==> config.mk <==
export PLATFORM = sky130hd
export DESIGN_NAME = prio_mux6_reg
export DESIGN_NICKNAME = d
export VERILOG_FILES = /design/src/rtl/prio_mux6_reg_pkg.sv /design/src/rtl/prio_sel6.sv /design/src/rtl/prio_mux6_reg.sv
export SDC_FILE = /design/constraint.sdc
export NUM_CORES = 1
export LEC_CHECK = 0
export ABC_CLOCK_PERIOD_IN_PS = 800
export CAP_MARGIN = 10
export CORE_UTILIZATION = 28
export CTS_BUF_LIST = sky130_fd_sc_hd__clkbuf_16
export DETAILED_ROUTE_END_ITERATION = 10
export PLACE_DENSITY = 0.8
export SLEW_MARGIN = 40
export SYNTH_ARGS = -nofsm -noshare
export SYNTH_HDL_FRONTEND = slang
export SYNTH_SLANG_ARGS = --single-unit
==> constraint.sdc <==
create_clock -name clk -period 0.8 [get_ports clk]
set_input_delay 0.16 -clock clk [delete_from_list [all_inputs] [get_ports clk]]
set_output_delay 0.16 -clock clk [all_outputs]
set_load 0.01 [all_outputs]
==> src/rtl/prio_mux6_reg_pkg.sv <==
`default_nettype none
// ============================================================================
// prio_mux6_reg_pkg : shared width default and source-index encoding
// Revision: 1.0
// ============================================================================
package prio_mux6_reg_pkg;

    localparam int DEF_WIDTH = 4;

    typedef logic [2:0] src_t;

    localparam src_t SRC_A    = 3'd0;
    localparam src_t SRC_B    = 3'd1;
    localparam src_t SRC_C    = 3'd2;
    localparam src_t SRC_D    = 3'd3;
    localparam src_t SRC_E    = 3'd4;
    localparam src_t SRC_F    = 3'd5;
    localparam src_t SRC_NONE = 3'd7;

endpackage
`default_nettype wire

==> src/rtl/prio_sel6.sv <==
`default_nettype none
// ============================================================================
// prio_sel6 : combinational six-way fixed-priority selector
// Revision: 1.0
// ============================================================================
module prio_sel6
    import prio_mux6_reg_pkg::*;
#(
    parameter int WIDTH = DEF_WIDTH
) (
    input  logic [WIDTH-1:0] a,
    input  logic [WIDTH-1:0] b,
    input  logic [WIDTH-1:0] c,
    input  logic [WIDTH-1:0] d,
    input  logic [WIDTH-1:0] e,
    input  logic [WIDTH-1:0] f,
    input  logic             sel1,
    input  logic             sel2,
    input  logic             sel3,
    input  logic             sel4,
    input  logic             sel5,
    output logic [WIDTH-1:0] nxt_data,
    output src_t             nxt_src
);

    // Nested if/else keeps lower-priority selects out of the decision once a
    // higher one is asserted, so an unknown there cannot reach the output.
    always_comb begin
        nxt_data = f;
        nxt_src  = SRC_F;
        if (sel1) begin
            nxt_data = a;
            nxt_src  = SRC_A;
        end else if (sel2) begin
            if (sel3) begin
                nxt_data = b;
                nxt_src  = SRC_B;
            end else begin
                nxt_data = c;
                nxt_src  = SRC_C;
            end
        end else if (sel4) begin
            nxt_data = d;
            nxt_src  = SRC_D;
        end else if (sel5) begin
            nxt_data = e;
            nxt_src  = SRC_E;
        end
    end

endmodule
`default_nettype wire

==> src/rtl/prio_mux6_reg.sv <==
`default_nettype none
// ============================================================================
// prio_mux6_reg : six-input priority mux with registered data and source index
// Revision: 1.0
// ============================================================================
module prio_mux6_reg
    import prio_mux6_reg_pkg::*;
#(
    parameter int WIDTH = DEF_WIDTH
) (
    input  logic             clk,
    input  logic             rst_n,
    input  logic [WIDTH-1:0] a,
    input  logic [WIDTH-1:0] b,
    input  logic [WIDTH-1:0] c,
    input  logic [WIDTH-1:0] d,
    input  logic [WIDTH-1:0] e,
    input  logic [WIDTH-1:0] f,
    input  logic             sel1,
    input  logic             sel2,
    input  logic             sel3,
    input  logic             sel4,
    input  logic             sel5,
    output logic [WIDTH-1:0] g,
    output logic [2:0]       src
);

    logic [WIDTH-1:0] w_nxt_data;
    src_t             w_nxt_src;
    logic [WIDTH-1:0] r_g;
    src_t             r_src;

    prio_sel6 #(
        .WIDTH (WIDTH)
    ) u_sel (
        .a        (a),
        .b        (b),
        .c        (c),
        .d        (d),
        .e        (e),
        .f        (f),
        .sel1     (sel1),
        .sel2     (sel2),
        .sel3     (sel3),
        .sel4     (sel4),
        .sel5     (sel5),
        .nxt_data (w_nxt_data),
        .nxt_src  (w_nxt_src)
    );

    always_ff @(posedge clk or negedge rst_n) begin
        if (!rst_n) begin
            r_g   <= '0;
            r_src <= SRC_NONE;
        end else begin
            r_g   <= w_nxt_data;
            r_src <= w_nxt_src;
        end
    end

    assign g   = r_g;
    assign src = r_src;

endmodule
`default_nettype wire

After elaboration in Yosys (flattened, before gate mapping):

Cells that the tools add are included.

* output and inout port bits: 7
* bits in registers: 7
* bits in latches: 0
* memories: 0
* word-level logic and storage cells: 12
* bits in read-only memories: 0
* input bits: 31
* bits in writable memories: 0

* reductions and logical operators: 0
* shift operators: 0
* $lt $le $gt $ge: 0
* multipliers: 0
* add/sub/neg operators: 0
* multiplexer cells: 10
* bitwise logic cells: 0
* div/mod/pow operators: 0
* equality and inequality tests: 0

Operator list (count)
* 2-to-1 mux 4 bit: 5
* 2-to-1 mux 3 bit: 3
* 2-to-1 mux 2 bit: 1
* 2-to-1 mux 1 bit: 1

Longest topological paths before layout:

* depth in word-level cells: 4
* mapped depth: 4
* gate-level depth less buffers: 3

Hierarchy:

Synthesis repeated with hierarchy kept, for this count alone.

* cells, all modules: 48
* area total of the unflattened synthesis: 460.4 um2

By module, submodules not included
* prio_sel6: cells each 41, seq. area each 0.0 um2, area each 281.5 um2, times used 1
* prio_mux6_reg: cells each 7, seq. area each 178.9 um2, area each 178.9 um2, times used 1

Worst setup path before layout:

No wires, ideal clock.

* kind: input -> register
* start point: input sel3
* end point: register r_g[0], in the netlist g[0]
* setup time: 0.138 ns
* arrival time: 0.626 ns
* setup slack: 0.037 ns
* buffers on the path: 0
* required time: 0.662 ns
* stages: 3
* path through: mux2_2 nand3_1 o2111ai_1

* longest elaborated chain between the ends: 3

Ends and longest elaborated chain
* start: declaration: line prio_mux6_reg.sv:21 `input logic sel3,`
* 2-to-1 mux 4 bit: line prio_sel6.sv:35 `if (sel3) begin`
* 2-to-1 mux 4 bit: line prio_sel6.sv:34 `end else if (sel2) begin`
* 2-to-1 mux 4 bit: line prio_sel6.sv:31 `if (sel1) begin`
* net u_sel.nxt_data[0]: line prio_sel6.sv:22 `output logic [WIDTH-1:0] nxt_data,`
* end signal: assignment: line prio_mux6_reg.sv:56 `r_g <= w_nxt_data;`
* end: declaration: line prio_mux6_reg.sv:30 `logic [WIDTH-1:0] r_g;`

The timed path passes the listed nets, and every way through them passes these cells.

Worst setup path after layout:

* start point: register r_src[0], in the netlist src[0]
* end point: output src[0]

RTL lines
* start: declaration: line prio_mux6_reg.sv:31 `src_t r_src;`
* start signal: assignment: line prio_mux6_reg.sv:57 `r_src <= w_nxt_src;`
* end: declaration: line prio_mux6_reg.sv:25 `output logic [2:0] src`

No word-level cell between the ends.

==> impl_metrics.py <==
metrics = {
    "run_status": {
        "status": "complete, but fails checks",
        "failed_checks": "negative setup slack",
    },
    "timing": {
        "fin_ws_ps": -203,
        "worstMarginPinSlew_ps": 312,
        "fmax_ghz": 0.997,
        "hold_viol_final": 0,
        "min_period_over_period": 1.25,
        "setup_violations": 7,
        "slew_headroom": 0.792,
        "min_period_ps": 1000,
        "drv_slew": 0,
        "rsz0062_at_grt": "yes",
    },
    "cts": {
        "cts-buffers-inserted": 3,
        "cts-root-buf": "clkbuf_16",
        "postCtsHoldBufs": 0,
        "path_clk_slew_ps": 40,
        "max-clock-path-buffers": 2,
        "clock-sinks": 7,
        "ctsHtreeMaxLevel": 1,
        "cts_tree": "done",
    },
    "detailed_routing": {
        "avgViaCountPerCell": 5.25,
        "vias": 562,
        "drtIter0Drc": 6,
        "routedWlPerCell_um": 16.4,
        "drcViolationCount": 0,
        "ant_nets": 0,
        "firstDrtPassIters": 4,
        "wirelength_um": 1760,
    },
    "critical_path": {
        "max_stage_delay_ps": 520,
        "crit_buf_inv": 1,
        "cp-start-kind": "flop",
        "path_max_fanout": 1,
        "crit_chain": "buf_6",
        "arrival_ps": 840,
        "cp-end-kind": "output pin",
        "required_ps": 640,
        "cp_slowest_cell": "dfstp_2",
        "cp_top_family": "flip-flops",
        "crit_type": "reg2out",
    },
    "layout": {
        "num_antenna_cells": 0,
        "area_growth_pct": 118,
        "postLayoutCellArea_um2": 1010,
        "layout_commonest_cell": "dlygate4sd2_1",
        "utilization": 0.663,
        "final_nets": 123,
        "drive_above_1_share": 0.505,
        "final_cell_mix": "dlygate4sd2_1 (18), nand2_1 (8), mux2_4 (8), nand3_2 (8)",
    },
    "global_routing": {
        "groute.usage.overall": 0.236,
        "grt_pass1_wl_um": 3080,
        "antenna_found_initial": 0,
        "grt_pass1_vias": 663,
        "grt_max_degree": 8,
        "overflow": 0,
    },
    "synth": {
        "synth_top_family_by_area": "simple AND/OR/NAND/NOR gates",
        "synth_xor_area_frac": 0,
        "syn_inst": 48,
        "yosys.area_share.adder": 0,
        "syn_nets": 79,
        "synth_top_area_cell": "dfrtp_1",
        "synth_compound_area_frac": 0.0919,
        "ys_seq_area_frac": 0.386,
        "synth.avg_cell_area_um2": 9.64,
        "ys_ff_latch": 7,
        "ys_types": 15,
        "synthesis.area_um2": 463,
        "netlist.area_leader.share": 0.216,
        "netlist_top_cells_area": "dfrtp_1 (22%), mux2_2 (19%), dfstp_2 (17%)",
        "yosys_warnings": 0,
        "synthMuxAreaShare": 0.195,
        "synth_simple_gate_area_frac": 0.300,
    },
    "floorplan": {
        "pin_count": 38,
        "rows": 14,
        "fp.dieArea_um2": 1820,
        "die_w_um": 42.7,
        "die_h_um": 42.7,
        "start_util": 0.304,
        "core_um2": 1520,
    },
    "worst_hold_path": {
        "hold_class": "in2reg",
    },
    "power": {
        "switching_share": 0.230,
        "cellLeakagePower_nw": 0.472,
        "switchingPower_uw": 380,
        "clkPwrFrac": 0.514,
        "seq_power_share": 0.244,
        "combPwrFrac": 0.243,
        "irDropWorstVdd_mv": 0.803,
        "cellInternalPower_mw": 1.28,
        "power_per_cell_area_nw_per_um2": 1640,
    },
    "place": {
        "dp_hpwl_um": 1190,
        "place_area_um2": 871,
        "io_buffers": 37,
        "place_congestion": 0.736,
    },
    "flow_run": {
        "drv_cap": 0,
    },
}
-- power groups by stage --
| stage | logic, mW | registers (mW) | clock network, mW |
|---|---|---|---|
| after global placement | 0.374 | 0.405 | 0 |
| final | 0.402 | 0.404 | 0.850 |
| after floorplan | 0.108 | 0.424 | 0 |
| after global routing | 0.431 | 0.407 | 0.881 |
| after detailed placement | 0.384 | 0.408 | 0 |
| after CTS | 0.390 | 0.405 | 0.851 |
-- cell type report --
type,instances,area (µm²)
clock inverter,1,3.75
sequential,7,179
clock buffer,3,75.1
tap,16,20.0
fill,124,514
multi-input combinational,39,384
timing repair buffer,41,348
-- cell usage after synthesis --
library cell / count
a211oi_1: 1
dfstp_2: 3
and2b_2: 1
nand2_1: 8
nor2_1: 1
or2b_1: 4
nor2b_2: 1
nor3b_1: 1
nand3_1: 8
dfrtp_1: 4
o2111ai_1: 4
buf_2: 1
nor3_1: 2
mux2_2: 8
buf_4: 1
-- sequential cells by signal, summed over array words and instances, names as in the netlist --
register  count
src           3
g             4
-- routing by layer --
metal,vias up,global-route usage,share of wire
met2,26,0.406,0.54
met1,268,0.267,0.39
li1,262,-,-
met4,0,0.131,0.024
met5,-,0,0
met3,6,0.0468,0.046
-- worst paths after layout --
check                                 start                to  slack (ps)  depth (start not counted)
worst max-delay path       src[0]$_DFF_PN1_            src[0]        -200                          1
min in group asynchronous             rst_n    g[0]$_DFF_PN0_         190                          1
max in group asynchronous             rst_n  src[0]$_DFF_PN1_         330                          1
worst min-delay path                   sel4  src[2]$_DFF_PN1_         150                          2
-- stage by stage --
step / hold WS [ps] / setup TNS (ps) / setup slack [ps] / total power, mW / cells
2_1_floorplan: -136 / 0 / 36.8 / 0.532 / 48
3_3_place_gp: 428 / -5730 / -699 / 0.779 / 103
3_5_place_dp: 433 / -6010 / -714 / 0.791 / 103
4_1_cts: 199 / -959 / -208 / 1.65 / 107
5_1_grt: 183 / -1040 / -217 / 1.72 / 107
6_report: 150 / -923 / -203 / 1.66 / 107
-- repair_timing --
| item | 4_1_cts | 5_1_grt |
|---|---|---|
| resized for setup | 90 | 8 |
| setup buffers | 0 | 0 |
| setup endpoints to repair | 14 | 11 |
| pin swaps | 10 | 9 |
-- cells by family after synthesis --
logic type,count (synthesis)
and+or+nand+nor,26
muxes,8
DFF,7
AOI/OAI and AO/OA,5
buffers and inverters,2
Power figures use the tool's default switching activity.
